<file path="config.mk">
export PLATFORM = sky130hd
export DESIGN_NAME = statistics
export DESIGN_NICKNAME = d
export VERILOG_FILES = /design/src/rtl/statistics_pkg.sv /design/src/rtl/statistics_op_classifier.sv /design/src/rtl/statistics.sv
export SDC_FILE = /design/constraint.sdc
export NUM_CORES = 1
export LEC_CHECK = 0
export BUFFER_PORTS_ARGS = -buffer_cell sky130_fd_sc_hd__buf_2
export CORE_UTILIZATION = 52
export CTS_BUF_LIST = sky130_fd_sc_hd__clkbuf_16
export DETAILED_ROUTE_END_ITERATION = 12
export GPL_ROUTABILITY_DRIVEN = 0
export PLACE_DENSITY = 0.78
export SYNTH_ARGS = -nofsm -noshare
export SYNTH_HDL_FRONTEND = slang
export SYNTH_SLANG_ARGS = --single-unit
</file>
<file path="constraint.sdc">
create_clock -name clk -period 1.8 [get_ports clk]
set_input_delay 0.36 -clock clk [delete_from_list [all_inputs] [get_ports clk]]
set_output_delay 0.36 -clock clk [all_outputs]
set_load 0.05 [all_outputs]
</file>
<file path="src/rtl/statistics_pkg.sv">
// Shared opcode constants and instruction-class type for the retired-instruction statistics block.
package statistics_pkg;

    localparam logic [5:0] OP_RTYPE = 6'b000000;
    localparam logic [5:0] OP_J     = 6'b000010;
    localparam logic [5:0] OP_JAL   = 6'b000011;
    localparam logic [5:0] OP_BEQ   = 6'b000100;
    localparam logic [5:0] OP_BNE   = 6'b000101;
    localparam logic [5:0] OP_ADDI  = 6'b001000;
    localparam logic [5:0] OP_ADDIU = 6'b001001;
    localparam logic [5:0] OP_SLTI  = 6'b001010;
    localparam logic [5:0] OP_SLTIU = 6'b001011;
    localparam logic [5:0] OP_ANDI  = 6'b001100;
    localparam logic [5:0] OP_ORI   = 6'b001101;
    localparam logic [5:0] OP_XORI  = 6'b001110;
    localparam logic [5:0] OP_LUI   = 6'b001111;
    localparam logic [5:0] OP_LW    = 6'b100011;
    localparam logic [5:0] OP_SW    = 6'b101011;

    typedef enum logic [1:0] {
        CLS_NONE = 2'd0,
        CLS_R    = 2'd1,
        CLS_I    = 2'd2,
        CLS_J    = 2'd3
    } cls_t;

endpackage

</file>
<file path="src/rtl/statistics_op_classifier.sv">
// Maps a MIPS opcode field to its instruction class.
// Latency: purely combinational. Backpressure: none.
// Opcodes outside the supported set classify as CLS_NONE.
module statistics_op_classifier
    import statistics_pkg::*;
(
    input  logic [5:0] op_i,
    output cls_t       cls_o
);

    always_comb begin
        cls_o = CLS_NONE;
        case (op_i)
            OP_RTYPE:                   cls_o = CLS_R;
            OP_J, OP_JAL:               cls_o = CLS_J;
            OP_BEQ, OP_BNE, OP_ADDI, OP_ADDIU,
            OP_SLTI, OP_SLTIU, OP_ANDI, OP_ORI,
            OP_XORI, OP_LUI, OP_LW, OP_SW: cls_o = CLS_I;
            default:                    cls_o = CLS_NONE;
        endcase
    end

endmodule

</file>
<file path="src/rtl/statistics.sv">
// Counts retired R/I/J-type instructions and elapsed cycles; outputs registered, 1-edge latency.
// Backpressure: none, one op sampled every edge. Define STATISTICS_SATURATE_EN to saturate counters instead of wrapping.
module statistics
    import statistics_pkg::*;
#(
    parameter int CNT_W = 11
) (
    input  logic             clk,
    input  logic             reset,
    input  logic [5:0]       op,
    output logic [CNT_W-1:0] i,
    output logic [CNT_W-1:0] r,
    output logic [CNT_W-1:0] j,
    output logic [CNT_W-1:0] cnt_clk
);

    cls_t             cls;
    logic [CNT_W-1:0] i_q, r_q, j_q, clk_q;
    logic [CNT_W-1:0] i_d, r_d, j_d, clk_d;

    function automatic logic [CNT_W-1:0] bump(input logic [CNT_W-1:0] v, input logic en);
`ifdef STATISTICS_SATURATE_EN
        return (en && (v != '1)) ? v + 1'b1 : v;
`else
        return en ? v + 1'b1 : v;
`endif
    endfunction

    statistics_op_classifier u_classifier (
        .op_i  (op),
        .cls_o (cls)
    );

    always_comb begin
        i_d   = bump(i_q, cls == CLS_I);
        r_d   = bump(r_q, cls == CLS_R);
        j_d   = bump(j_q, cls == CLS_J);
        clk_d = bump(clk_q, 1'b1);
    end

    always_ff @(posedge clk or negedge reset) begin
        if (!reset) begin
            i_q   <= '0;
            r_q   <= '0;
            j_q   <= '0;
            clk_q <= '0;
        end else begin
            i_q   <= i_d;
            r_q   <= r_d;
            j_q   <= j_d;
            clk_q <= clk_d;
        end
    end

    assign i       = i_q;
    assign r       = r_q;
    assign j       = j_q;
    assign cnt_clk = clk_q;

endmodule

</file>
* Yosys cells after proc, flatten, opt, wreduce, memory -nomap -nowiden
Memory sizes are Yosys's and may differ from the RTL's.
Cells that the tools add are included.
W data, S select, Z words.
** Operators by class
- Order comparisons :: 0
- Equal/unequal tests :: 3
- Reductions and logical operators :: 0
- Shift-type cells :: 0
- $mul :: 0
- Bitwise operators :: 0
- Add/sub/neg operators :: 4
- Div/mod/pow operators :: 0
- Mux-type cells :: 0
** Operators by type and width (number)
- $add A11 B1 Y11 const B :: 4
- $eq A2 B2 Y1 const B :: 2
- $eq A2 B1 Y1 const B :: 1
** Word-level totals
- Register bits :: 44
- Input bits :: 8
- Memory bits (read-only) :: 128
- Bits in latches :: 0
- Memory bits (writable) :: 0
- Memories :: 1
** Memory list
- (no name shown) :: depth 64, bits a word 2, rd ports 1, clocked after memory_dff 0, write ports 0, RTL line statistics_op_classifier.sv:13 : case (op_i)

* Depth between registers and ports, before layout
Gate-level depths: netlist of run 1.
An unclocked memory read counts as a cell.
- Depth after elaboration :: 2
- Depth in mapped cells :: 5

* Modules after synthesis
From an unflattened synthesis of run 1, not the netlist that was laid out.
** Second synthesis, totals
- Cells, all modules :: 154
- Area, all modules :: 1901.8 um2
** By module, submodules not included
- statistics :: cells each 147, instances 1, seq. area each 1101.1 um2, area each 1859.3 um2
- statistics_op_classifier :: cells each 7, instances 1, seq. area each 0.0 um2, area each 42.5 um2

* Worst setup path before layout of run 1
No wires, ideal clock.
- Path type :: register to register
- Start :: reg r_q[2], in the netlist r[2]
- End :: reg r_q[9], in the netlist r[9]
- Slack :: -0.062 ns
- Stages on the path, launching flop included :: 5
- Path buffers :: 0
- Arrival :: 1.721 ns
- Data required time :: 1.659 ns
- Path through :: dfrtp_1 > or3b_2 > nor4_2 > nand3_1 > xnor2_1
** On the way
- Cells in the longest elaborated chain, start to end :: 1
** RTL lines
- start: declaration :: RTL line statistics.sv:18 : logic [CNT_W-1:0] i_q, r_q, j_q, clk_q;
- start signal: assignment :: RTL line statistics.sv:49 : r_q <= r_d;
- $add A11 B1 Y11 :: RTL line statistics.sv:25 : return en ? v + 1'b1 : v;
No other way between the ends.
A chain may end at the register's enable or synchronous reset.

* Worst setup path after layout of run 1
- Start :: reg r_q[2], in the netlist r[2]
- End :: reg r_q[10], in the netlist r[10]
The elaborated chain is that of the path after synthesis.

==> qor.yml, run 1 <==
die_y_um: 65.03
h-tree-depth: 2
status: "complete, no violations"
post-route-period-util_pct: 92.78
ys_top_cells_by_area: "dfrtp_1, xnor2_1, xor2_1"
path_cells: "or3b_2 -> nor4_2 -> nand3_1 -> xnor2_1"
diodes: 0
synthCells: 180
cts_resized: 0
nNetsFinal: 262
fin_area_sq_um: 2660
worst-setup-path-type: "reg2reg"
nFillCells: 288
maxSlewViolCount: 0
rsz0062_at_grt: "false"
hp-class: "in2async"
critical-path-top-delay-family: "simple AND/OR/NAND/NOR gates"
synth_edf_count: 0
row_count: 22
cap_violations: 0
yosysMostFrequentCell: "dfrtp_1"
track_usage_pct: 22.62
async_flop_share_pct: 100.0
clk_latency_ps: 290
cts_hold_buf: 0
die_w_um: 65.03
via_per_inst: 5.498
cts_tree: "yes"
timing.fmax_mhz: 598.8
root_buffer: "clkbuf_16"
crit_path_max_incr_delay_ps: 490
vdd_drop_max_mv: 1.180
synth_nets: 192
finalHoldViolations: 0
stdcell_count: 299
yosysTopAreaCell: "dfrtp_1"
synthDistinctLibCells: 35
place_inst: 291
cts_buffers: 5
numPortBuffers: 51
numClockSinks: 44
netlist_area_sq_um: 2066
first_pass_iters: 4
coreArea_sq_um: 3744
clock_skew_ps: 4.308
synth_top_area_share_pct: 53.30
area_growth_syn_to_layout_pct: 28.77
cp_slowest_cell: "or3b_2"
p_total_mw: 3.239
finalCriticalPeriod_ps: 1670
overflow: 0
synthFlopType: "dfrtp_1"
ff_latch_area_sq_um: 1102
slew_headroom_pct: 62.70
antenna_found_initial: 0
netlist_top_cells_count: "dfrtp_1, xnor2_1, xor2_1"
clk_path_buf_depth: 2
initial_core_util_pct: 55.18
drc: 0
final_layout_size_suffix_gt1_share_pct: 33.47
multiInputGateArea_sq_um: 919.6
ys_ff_latch: 44
setup_viol: 0
grt_max_degree: 24
post_cts_buffers: 0
clk_pin_slew_ps: 60
first_iter_violations: 55
num_io_pins: 52
syn-mean-instance-area_sq_um: 11.48
tightest_slew_ps: 545.4
worstPathBufferInverterCount: 0
wirelength_um: 4285
power.density_nw_per_um2: 1218
ys_warn_count: 0
setup.worst_path.end_class: "flip-flop"
post_dp_cell_area_sq_um: 2489
start_kind: "flip-flop"
die_area_sq_um: 4229
hpwl_um: 3090
vias: 1644
cp_data_arrival_time_ps: 1840
grt_pass1_vias: 1529
postRouteAntennaNets: 0
cp_max_fo: 6
ys_seq_area_share_pct: 53.30
required_ps: 1970
power_leakage_nw: 1.315
grt_pass1_wl_um: 7065
wl_per_cell_um: 14.33
==> per-layer routing <==
metal  GRT usage [%]  wire [um]  vias to the layer above  share of wire (%)
li1                -          -                      779                  -
met1           27.29       1787                      798                 42
met2           36.85       2148                       59                 50
met3           6.162        247                        8                5.8
met4           11.68        102                        0                2.4
met5               0          0                        -                  0
==> where the power goes <==
group | internal [mW] | switching [mW] | total, mW
Clock | 0.659 | 0.393 | 1.05
Combinational | 0.242 | 0.654 | 0.895
Sequential | 1.11 | 0.180 | 1.29
Total | 2.01 | 1.23 | 3.24
==> cells in the final DEF, fill, tap and decap left out, types with 2 or more instances in the layout <==
master / n
nor2_1: 4
xnor2_1: 20
nor2b_1: 2
ha_1: 4
clkbuf_16: 5
a211oi_1: 2
mux2_2: 2
dfrtp_1: 43
xor2_1: 18
nand2_1: 14
nand4_1: 9
buf_2: 51
a2111oi_0: 7
nor4_1: 3
inv_1: 7
nand3_1: 17
nor3_1: 5
and3_1: 2
buf_4: 14
==> registers in the layout, indices dropped and copies added, names as in the netlist <==
| register | count |
|---|---|
| r | 11 |
| i | 11 |
| cnt_clk | 11 |
| j | 11 |
==> worst paths after layout <==
check	slack, ps	start	endpoint	depth (start not counted)
min in group clk	420	op[0]	r[4]$_DFFE_PN0N_	4
hold reg to reg	470	cnt_clk[10]$_DFF_PN0_	cnt_clk[10]$_DFF_PN0_	1
max in group asynchronous	1250	reset	r[2]$_DFFE_PN0N_	2
setup reg to reg	130	r[2]$_DFFE_PN0N_	r[10]$_DFFE_PN0N_	4
hold / removal	50	reset	cnt_clk[1]$_DFF_PN0_	1
setup / recovery	130	r[2]$_DFFE_PN0N_	r[10]$_DFFE_PN0N_	4
==> kinds of logic after synthesis <==
family	share of synthesized area (%)
buffers and inverters	2.181
adders and majority gates	2.423
muxes	1.817
and+or+nand+nor	18.96
AOI/OAI and AO/OA	5.208
DFF	53.30
xor gates and xnor gates	16.11
==> worst reg2reg max path: stages, from the launching register on <==
cell     delay [ps]
dfrtp_2         420
or3b_2          490
nor4_2          360
nand3_1         140
xnor2_1         150
==> final cells by class <==
type | count | share of cell area (%)
Inverter | 7 | 0.9878
Clock inverter | 3 | 1.740
Sequential cell | 44 | 41.44
Multi-Input combinational cell | 126 | 34.57
Clock buffer | 5 | 4.704
Timing Repair Buffer | 66 | 14.30
Tap cell | 48 | 2.258
==> through the flow <==
stage | utilization [%] | hold WS (ps) | setup WS [ps] | TNS, ps
2_1_floorplan | - | 64.41 | 3.610 | 0
3_3_place_gp | 66.48 | 360.8 | -144.1 | -1077
3_5_place_dp | 66.48 | 367.8 | -154.7 | -1565
4_1_cts | 71.06 | 60.88 | 116.3 | 0
5_1_grt | 71.06 | 85.36 | 38.62 | 0
6_report | 71.06 | 45.15 | 130.0 | 0
Power figures use the tool's default switching activity.
==> run 2, diff against run 1 <==
--- a/config.mk
+++ b/config.mk
@@ -8,6 +8,7 @@
 export BUFFER_PORTS_ARGS = -buffer_cell sky130_fd_sc_hd__buf_2
 export CORE_UTILIZATION = 52
 export CTS_BUF_LIST = sky130_fd_sc_hd__clkbuf_16
+export CTS_CLUSTER_DIAMETER = 120
 export DETAILED_ROUTE_END_ITERATION = 12
 export GPL_ROUTABILITY_DRIVEN = 0
 export PLACE_DENSITY = 0.78
==> constraint.sdc (replaced) <==
create_clock -name clk -period 1.8 [get_ports clk]
set_input_delay 0 -clock clk [delete_from_list [all_inputs] [get_ports clk]]
set_output_delay 0 -clock clk [all_outputs]
set_load 0.05 [all_outputs]
==> qor.yml, run 2 (synthesized netlist as in run 1, its figures left out) <==
status: "complete, no violations"
post-route-period-util_pct: 88.46  # -4.3 points
cts_tree: "yes"
first_iter_violations: 78  # +42%
cp_max_fo: 6  # unchanged
grt_pass1_wl_um: 6962  # -1.5%
cap_violations: 0  # unchanged
clk_latency_ps: 280  # about the same
numClockSinks: 44  # unchanged
die_w_um: 65.03  # unchanged
stdcell_count: 288  # -3.7%
multiInputGateArea_sq_um: 919.6  # unchanged
required_ps: 1970  # about the same
num_io_pins: 52  # unchanged
swShare_pct: 35.74  # -2.1 points
drc: 0  # unchanged
timing.fmax_mhz: 628.0  # +4.9%
final_layout_size_suffix_gt1_share_pct: 30.00  # -3.5 points
grtUsageMet2_pct: 35.81  # -1.0 points
wirelength_um: 4200  # -2.0%
h-tree-depth: 2  # unchanged
cts_resized: 0  # unchanged
clk_pin_slew_ps: 60  # about the same
nFillCells: 293  # +1.7%
die_area_sq_um: 4229  # unchanged
worst-setup-path-type: "reg2reg"
nNetsFinal: 252  # -3.8%
p_int_mw: 2.141  # +6.3%
netSwitchingPower_mw: 1.191  # -2.9%
finalHoldViolations: 0  # unchanged
hp-class: "in2reg"
place_inst: 280  # -3.8%
crit_path_start: "r[2]$_DFFE_PN0N_"
p_total_mw: 3.332  # +2.9%
r2r_start: "r[2]$_DFFE_PN0N_"
postRouteAntennaNets: 0  # unchanged
rsz0062_at_grt: "false"
power_leakage_nw: 1.271  # -3.4%
ff_latch_area_sq_um: 1102  # unchanged
clock_skew_ps: 3.839  # -0.4691 ps
track_usage_pct: 21.99  # -0.63 points
numPortBuffers: 51  # unchanged
slew_headroom_pct: 50.48  # -12 points
finalCriticalPeriod_ps: 1592  # -77.76 ps
vdd_drop_max_mv: 1.102  # -6.6%
utilization_pct: 69.15  # -1.9 points
crit_end: "r[10]$_DFFE_PN0N_"
mostFrequentLayoutCell: "buf_2"
grt_pass1_vias: 1479  # -3.3%
initial_core_util_pct: 55.18  # unchanged
tightest_slew_ps: 737.8  # +192.4 ps
grt_util_met3_pct: 4.930  # -1.2 points
coreArea_sq_um: 3744  # unchanged
maxSlewViolCount: 0  # unchanged
layout_common_cells: "buf_2, dfrtp_1, xnor2_1"
row_count: 22  # unchanged
root_buffer: "clkbuf_16"
area_growth_syn_to_layout_pct: 25.32
setup.worst_path.end_class: "flip-flop"
comb_power_share_pct: 27.2  # -0.4 points
grtUsageMet1_pct: 27.89  # +0.59 points
cts_buffers: 5  # unchanged
pwr-share-clk_pct: 34.3  # +1.8 points
seq_power_share_pct: 38.5  # -1.4 points
setup_viol: 0  # unchanged
cp_data_arrival_time_ps: 1760  # -80 ps
start_kind: "flip-flop"
tns_ps: 0  # unchanged
rr_worst_depth: 4  # unchanged
hpwl_um: 3093  # about the same
vias: 1592  # -3.2%
clk_path_buf_depth: 2  # unchanged
post_cts_buffers: 0  # unchanged
die_y_um: 65.03  # unchanged
overflow: 0  # unchanged
antenna_found_initial: 0  # unchanged
power.density_nw_per_um2: 1287  # +5.7%
wl_per_cell_um: 14.58  # +1.8%
via_per_inst: 5.528  # +0.54%
r2r_slack_ps: 210  # +80 ps
grt_max_degree: 26  # +8.3%
cts_hold_buf: 1  # +1
first_pass_iters: 4  # unchanged
busiest_layer: "met2"
reg2reg_to: "r[10]$_DFFE_PN0N_"
diodes: 0  # unchanged
[run 2: final cells by class]
| class | instances | share of cell area, % |
|---|---|---|
| Inverter | 7 | 1.015 |
| Sequential cell | 44 | 42.58 |
| Timing Repair Buffer | 56 | 11.41 |
| Clock inverter | 2 | 2.320 |
| Clock buffer | 5 | 4.833 |
| Multi-Input combinational cell | 126 | 35.52 |
| Tap cell | 48 | 2.320 |
[run 2: per-layer routing]
metal | share of wire [%] | vias up
li1 | - | 758
met1 | 44 | 779
met2 | 49 | 45
met3 | 4.5 | 10
met4 | 2.0 | 0
met5 | 0 | -
[run 2: worst min path at each step]
stage,slack (ps),endpoint,startpoint,cells past startpoint
after global placement,9,cnt_clk[5]$_DFF_PN0_,reset,1
after floorplan,-300,cnt_clk[0]$_DFF_PN0_,reset,0
final,110,j[2]$_DFFE_PN0N_,op[3],4
after global routing,140,r[0]$_DFFE_PN0N_,op[0],3
after CTS,100,j[2]$_DFFE_PN0N_,op[3],4
after detailed placement,10,cnt_clk[4]$_DFF_PN0_,reset,1
[run 2: critical path, stage by stage, from the launching register on]
cell,delay (ps)
dfrtp_2,410
or3b_2,490
nor4_2,320
nand3_1,140
xnor2_1,140
[run 2: power by group through the flow]
stage          Sequential [mW]  Combinational [mW]  Clock (mW)
6_report                  1.28               0.908        1.14
3_3_place_gp              1.29               0.897           0
5_1_grt                   1.30               0.976        1.20
4_1_cts                   1.28               0.916        1.15
3_5_place_dp              1.30               0.912           0
2_1_floorplan             1.71               0.230           0
[run 2: stage by stage]
| step | area [sq um] | hold slack, ps | setup slack (ps) |
|---|---|---|---|
| after floorplan | 2067 | -295.6 | 36.27 |
| after CTS | 2589 | 103.6 | 213.2 |
| after global routing | 2589 | 140.9 | 4.400 |
| after global placement | 2394 | 9.317 | 127.7 |
| final | 2589 | 111.2 | 207.7 |
| after detailed placement | 2394 | 14.57 | 97.78 |
